**src/rtl/ab_stim_gen.sv**
```systemverilog
// ab_stim_gen: drives a request/acknowledge (a/b) strobe pattern toward a
// downstream protocol checker. Each transaction is one cycle of a followed
// by one cycle of b, separated from the next by a programmable idle gap.
// The b of the final transaction can be suppressed to provoke a checker error.
module ab_stim_gen #(
  parameter int CNT_W = 8,
  parameter int GAP_W = 4
) (
  input  logic             clk,
  input  logic             reset_n,
  input  logic             start,
  input  logic [CNT_W-1:0] num_req,
  input  logic [GAP_W-1:0] gap,
  input  logic             inject_err,
  output logic             a,
  output logic             b,
  output logic             busy,
  output logic             done,
  output logic [CNT_W-1:0] req_cnt,
  output logic [CNT_W-1:0] ack_cnt
);

  typedef enum logic [2:0] {
    ST_IDLE = 3'd0,
    ST_REQ  = 3'd1,
    ST_ACK  = 3'd2,
    ST_GAP  = 3'd3,
    ST_DONE = 3'd4
  } state_t;

  state_t           state;
  state_t           state_nxt;

  // Parameters of the running sequence, captured when start is accepted.
  logic [CNT_W-1:0] remaining;
  logic [GAP_W-1:0] gap_lat;
  logic             err_lat;
  logic [GAP_W-1:0] gap_cnt;

  logic             accept;

  // Counters stick at all-ones instead of wrapping.
  function automatic logic [CNT_W-1:0] sat_inc(input logic [CNT_W-1:0] v);
    if (&v) return v;
    return CNT_W'(v + 1'b1);
  endfunction

  assign accept = (state == ST_IDLE) && start;

  // Strobes come purely from registered state so they never follow an input
  // combinationally; b is withheld only in the last ACK of an error run.
  assign a    = (state == ST_REQ);
  assign b    = (state == ST_ACK) && !(err_lat && (remaining == '0));
  assign busy = (state != ST_IDLE);
  assign done = (state == ST_DONE);

  // State register; reset aborts any sequence immediately and beats start.
  always_ff @(posedge clk) begin
    if (!reset_n) state <= ST_IDLE;
    else          state <= state_nxt;
  end

  // Next-state decode.
  always_comb begin
    state_nxt = state;
    unique case (state)
      ST_IDLE: begin
        if (start) state_nxt = (num_req != '0) ? ST_REQ : ST_DONE;
      end
      ST_REQ:  state_nxt = ST_ACK;
      ST_ACK: begin
        if (remaining == '0)    state_nxt = ST_DONE;
        else if (gap_lat == '0) state_nxt = ST_REQ;
        else                    state_nxt = ST_GAP;
      end
      ST_GAP: begin
        if (gap_cnt <= GAP_W'(1)) state_nxt = ST_REQ;
      end
      ST_DONE: state_nxt = ST_IDLE;
      default: state_nxt = ST_IDLE;
    endcase
  end

  // Sequence bookkeeping: latch on accept, count down transactions and gap.
  always_ff @(posedge clk) begin
    if (accept) begin
      remaining <= num_req;
      gap_lat   <= gap;
      err_lat   <= inject_err;
    end else if (state == ST_REQ) begin
      remaining <= CNT_W'(remaining - 1'b1);
    end
    if (state == ST_ACK)      gap_cnt <= gap_lat;
    else if (state == ST_GAP) gap_cnt <= GAP_W'(gap_cnt - 1'b1);
  end

  // Strobe counters, cleared by reset and by each accepted start.
  always_ff @(posedge clk) begin
    if (!reset_n) begin
      req_cnt <= '0;
      ack_cnt <= '0;
    end else if (accept) begin
      req_cnt <= '0;
      ack_cnt <= '0;
    end else begin
      if (a) req_cnt <= sat_inc(req_cnt);
      if (b) ack_cnt <= sat_inc(ack_cnt);
    end
  end

endmodule

```
**config.mk**
```make
export PLATFORM = sky130hd
export DESIGN_NAME = ab_stim_gen
export DESIGN_NICKNAME = d
export VERILOG_FILES = /design/src/rtl/ab_stim_gen.sv
export SDC_FILE = /design/constraint.sdc
export NUM_CORES = 1
export LEC_CHECK = 0
export ABC_AREA = 0
export CAP_MARGIN = 30
export CORE_ASPECT_RATIO = 1.5
export CORE_MARGIN = 2
export CORE_UTILIZATION = 51
export CTS_BUF_LIST = sky130_fd_sc_hd__clkbuf_8
export DETAILED_ROUTE_END_ITERATION = 8
export PLACE_DENSITY = 0.83
export REMOVE_ABC_BUFFERS = 1
export SYNTH_ARGS = -nofsm -noshare
export SYNTH_HDL_FRONTEND = slang
export SYNTH_SLANG_ARGS = --single-unit
```
**constraint.sdc**
```tcl
create_clock -name clk -period 2.7 [get_ports clk]
set_clock_uncertainty 0.15 [all_clocks]
set_input_delay 0.54 -clock clk [delete_from_list [all_inputs] [get_ports clk]]
set_output_delay 0.54 -clock clk [all_outputs]
set_load 0.01 [all_outputs]
```
==> impl_results.rst, run 1 <==
.. list-table::
   :header-rows: 1

   * - Metric
     - Value
   * - Total of max-cap violations
     - 0
   * - Final-stage net count
     - 260
   * - Post-detailed-route via-to-cell ratio
     - 5.84
   * - Detail Route Antenna Nets
     - 0
   * - Vias
     - 1635
   * - Hold-fix buffers, CTS
     - 0
   * - Critical R2R Launch
     - state[1]
   * - Via count of the first global-routing pass
     - 1474
   * - HPWL reported at the end of detailed placement
     - 2870 um
   * - Max-slew headroom
     - 0.691
   * - Synthesized flop and latch total
     - 36
   * - Critical Path Fanout Max
     - 3
   * - Worst path setup slack after routing
     - 0.0722 ns
   * - # fillers
     - 272
   * - Antenna violations before repair
     - 0
   * - Setup repair after global routing missed its margin
     - false
   * - LEAKAGE
     - 0.842 nW
   * - Final number of setup-violating endpoints
     - 0
   * - GRT Util Overall
     - 0.206
   * - Post-synth top flop
     - dfxtp_1
   * - First-pass GRT wire length
     - 6400 um
   * - Mean routed wirelength per cell
     - 14.1 um
   * - Hold Violations, Final
     - 0
   * - Syn Area/Cell
     - 9.67 um^2
   * - Cell family with most CP delay
     - buffers and inverters
   * - FMAX
     - 381 MHz
   * - Result of the run
     - finished clean
   * - Launch instance of the worst min-delay path
     - req_cnt[5]
   * - Total wire length
     - 3950 um
   * - Worst reg-to-reg path cell count
     - 5
   * - Sink count of the clock tree
     - 36
   * - Max Buffers Root-to-Sink
     - 2
   * - Num CTS Buffers
     - 5
   * - Critical path's largest stage delay
     - 0.48 ns
   * - Crit path required time
     - 2.01 ns
   * - Die H
     - 78.1 um
   * - Classification of the worst setup path
     - reg -> out
   * - Core area
     - 0.00345 mm^2
   * - Seq/Total Area, Yosys
     - 0.478
   * - Worst hold path stage count
     - 2
   * - Kind of launch point of the worst setup path
     - register
   * - Largest net degree at the start of global routing
     - 15
   * - Clock transition at path regs
     - 0.07 ns
   * - Total die area
     - 0.00417 mm^2
   * - Root Driver
     - clkbuf_8
   * - Overflow left after global routing
     - 0
   * - Instance count of the mapped netlist
     - 193
   * - Crit path capture type
     - output pin
   * - Reg-to-Reg End
     - ack_cnt[3]
   * - CP bufs+invs
     - 3
   * - Share of layout cells above drive strength 1
     - 0.118
   * - Worst hold path class
     - reg -> reg
   * - Violation count after the first detailed-route iteration
     - 35
   * - Starting Density
     - 0.541
   * - Port Buffer Count
     - 35
   * - Setup total negative slack
     - 0 ns
   * - Share of flip-flops with an asynchronous set or reset after synthesis
     - 0
   * - Transition time of the tightest slew-check pin
     - 0.457 ns
   * - Hold endpoint
     - req_cnt[5]
   * - Minimum setup slack among reg-to-reg paths
     - 0.62 ns
   * - TritonRoute pass-1 iters
     - 4
   * - Peak ir drop on the vdd network
     - 0.456 mV
   * - Ant diodes
     - 0
   * - Residual DRC count
     - 0
   * - Number of ports placed on the die boundary
     - 36
   * - Tcrit/Tclk final
     - 0.973
   * - Arrival time at the worst endpoint
     - 1.94 ns
   * - Post-synth EDFFs
     - 17
   * - Count of unique library cells instantiated by Yosys
     - 42
   * - Number of pins exceeding their max-slew limit in the final report
     - 0
   * - Post-Route Hold Slack
     - 0.353 ns
   * - PwrDens
     - 599 mW/mm^2
   * - Layout area overhead
     - 27.3%
   * - Non-Filler Instances
     - 280
   * - Site row count
     - 26
   * - CTS tree
     - yes
   * - Clock insertion delay at the later pin of the skew report
     - 0.28 ns
   * - Weighted congestion reported at the end of routability-driven placement
     - 0.777
   * - Pre-CTS WS
     - 0.149 ns
   * - Die W
     - 53.4 um
   * - Mapped Area
     - 0.00187 mm^2
   * - Critical Path, Cell by Cell
     - nor4_2 > buf_4 > a41o_4 > inv_1 > clkdlybuf4s50_1
   * - Cell with the largest stage delay on the worst path
     - clkdlybuf4s50_1
   * - Number of instances in the placed design
     - 271
   * - Shortest period the worst path allows
     - 2.63 ns
   * - Count of H-tree levels built during CTS
     - 2
   * - Count of yosys warnings during synthesis
     - 0
[metrics by stage]
step           instance area [um^2]  total power [mW]   util
3_5_place_dp                   2270              1.06  0.658
2_1_floorplan                  1810             0.925      -
4_1_cts                        2350              1.41  0.680
6_report                       2370              1.42  0.689
3_3_place_gp                   2270              1.04  0.658
5_1_grt                        2370              1.50  0.689
[cell families after synthesis]
kind of cell / Yosys count / synth area share
muxes: 2 / 0.0107
adders and majority gates: 6 / 0.0402
and+or+nand+nor: 79 / 0.220
xor gates and xnor gates: 9 / 0.0423
buffers and inverters: 17 / 0.0503
DFF: 36 / 0.478
AOI/OAI and AO/OA: 44 / 0.159
[how the worst max path moves through the flow]
stage                       startpoint  cells after the start           end  slack [ns]
after floorplan                  start                      5    ack_cnt[2]        0.48
after global placement           start                      3  remaining[6]        0.15
after detailed placement         start                      3  remaining[6]        0.15
after CTS                     state[2]                      4             b       0.005
after global routing          state[1]                      4             b        0.01
final                     remaining[4]                      5             b        0.07
[where the power goes]
group	total (mW)	leakage [nW]	internal [mW]	switching, mW
sequential	0.732	0.318	0.666	0.0658
clock	0.349	0.0391	0.170	0.179
combinational	0.342	0.485	0.165	0.177
[cell type report]
class	instances	area (um^2)	share of cell area
clock inverters	2	7.51	0.00316
well taps	42	52.6	0.0221
clock buffers	5	68.8	0.0290
multi-input cells	140	890	0.375
flip-flops and latches	36	897	0.378
inverters	11	41.3	0.0174
repair buffers	44	418	0.176
[tightest hold or removal path, delay by kind of cell (launching register included)]
kind	cells	cell delay, ns
AO/OA/AOI/OAI	2	0.13
flip-flops	1	0.33
[cell usage in the layout, fill, tap and decap left out, drive strengths merged]
cell type / n
a31oi: 2
dfxtp: 19
nor4: 5
xnor2: 5
o211ai: 5
edfxtp: 17
buf: 9
nand4: 2
or3: 5
o22ai: 1
or3b: 3
xor2: 4
nand2: 20
nand3: 7
or4b: 1
clkbuf: 5
o32ai: 1
and2: 2
clkdlybuf4s50: 35
and3b: 1
clkinv: 2
mux2i: 2
o41ai: 2
and3: 1
o21ai: 9
nor2: 19
o311ai: 2
or4: 8
ha: 6
a41o: 1
o31ai: 5
inv: 11
nor3: 5
a21oi: 13
a32oi: 1
a211oi: 2
[cell usage after synthesis (6+ instances only)]
cell | n | area share
nand2_1 | 20 | 0.040
dfxtp_1 | 19 | 0.20
nor2_1 | 18 | 0.036
edfxtp_1 | 17 | 0.27
a21oi_1 | 13 | 0.035
inv_1 | 10 | 0.020
o21ai_0 | 8 | 0.021
or4_1 | 8 | 0.032
nand3_1 | 7 | 0.019
ha_1 | 6 | 0.040
[state kept, by name, indices dropped and copies added, names as in the netlist]
register and count:
ack_cnt 8, err_lat 1, gap_cnt 4, gap_lat 4, remaining 8, req_cnt 8, state 3
[repair_timing]
action / 4_1_cts / 5_1_grt
buffers inserted: 0 / 2
setup endpoints to repair: 1 / 2
resized for setup: 1 / 5
[routing by layer]
layer,vias up,part of all wire,GRT usage
li1,815,-,-
met5,-,0,0
met1,779,0.40,0.235
met3,7,0.034,0.0494
met4,0,0.018,0.0949
met2,34,0.54,0.351
No activity file was read; power rests on OpenSTA's default activity.
==> run 2, diff against run 1 <==
Settings changed: CTS_CLUSTER_SIZE set to 10.
==> results of run 2 <==
Final layout, timing and power as in run 1 (identical DEF).
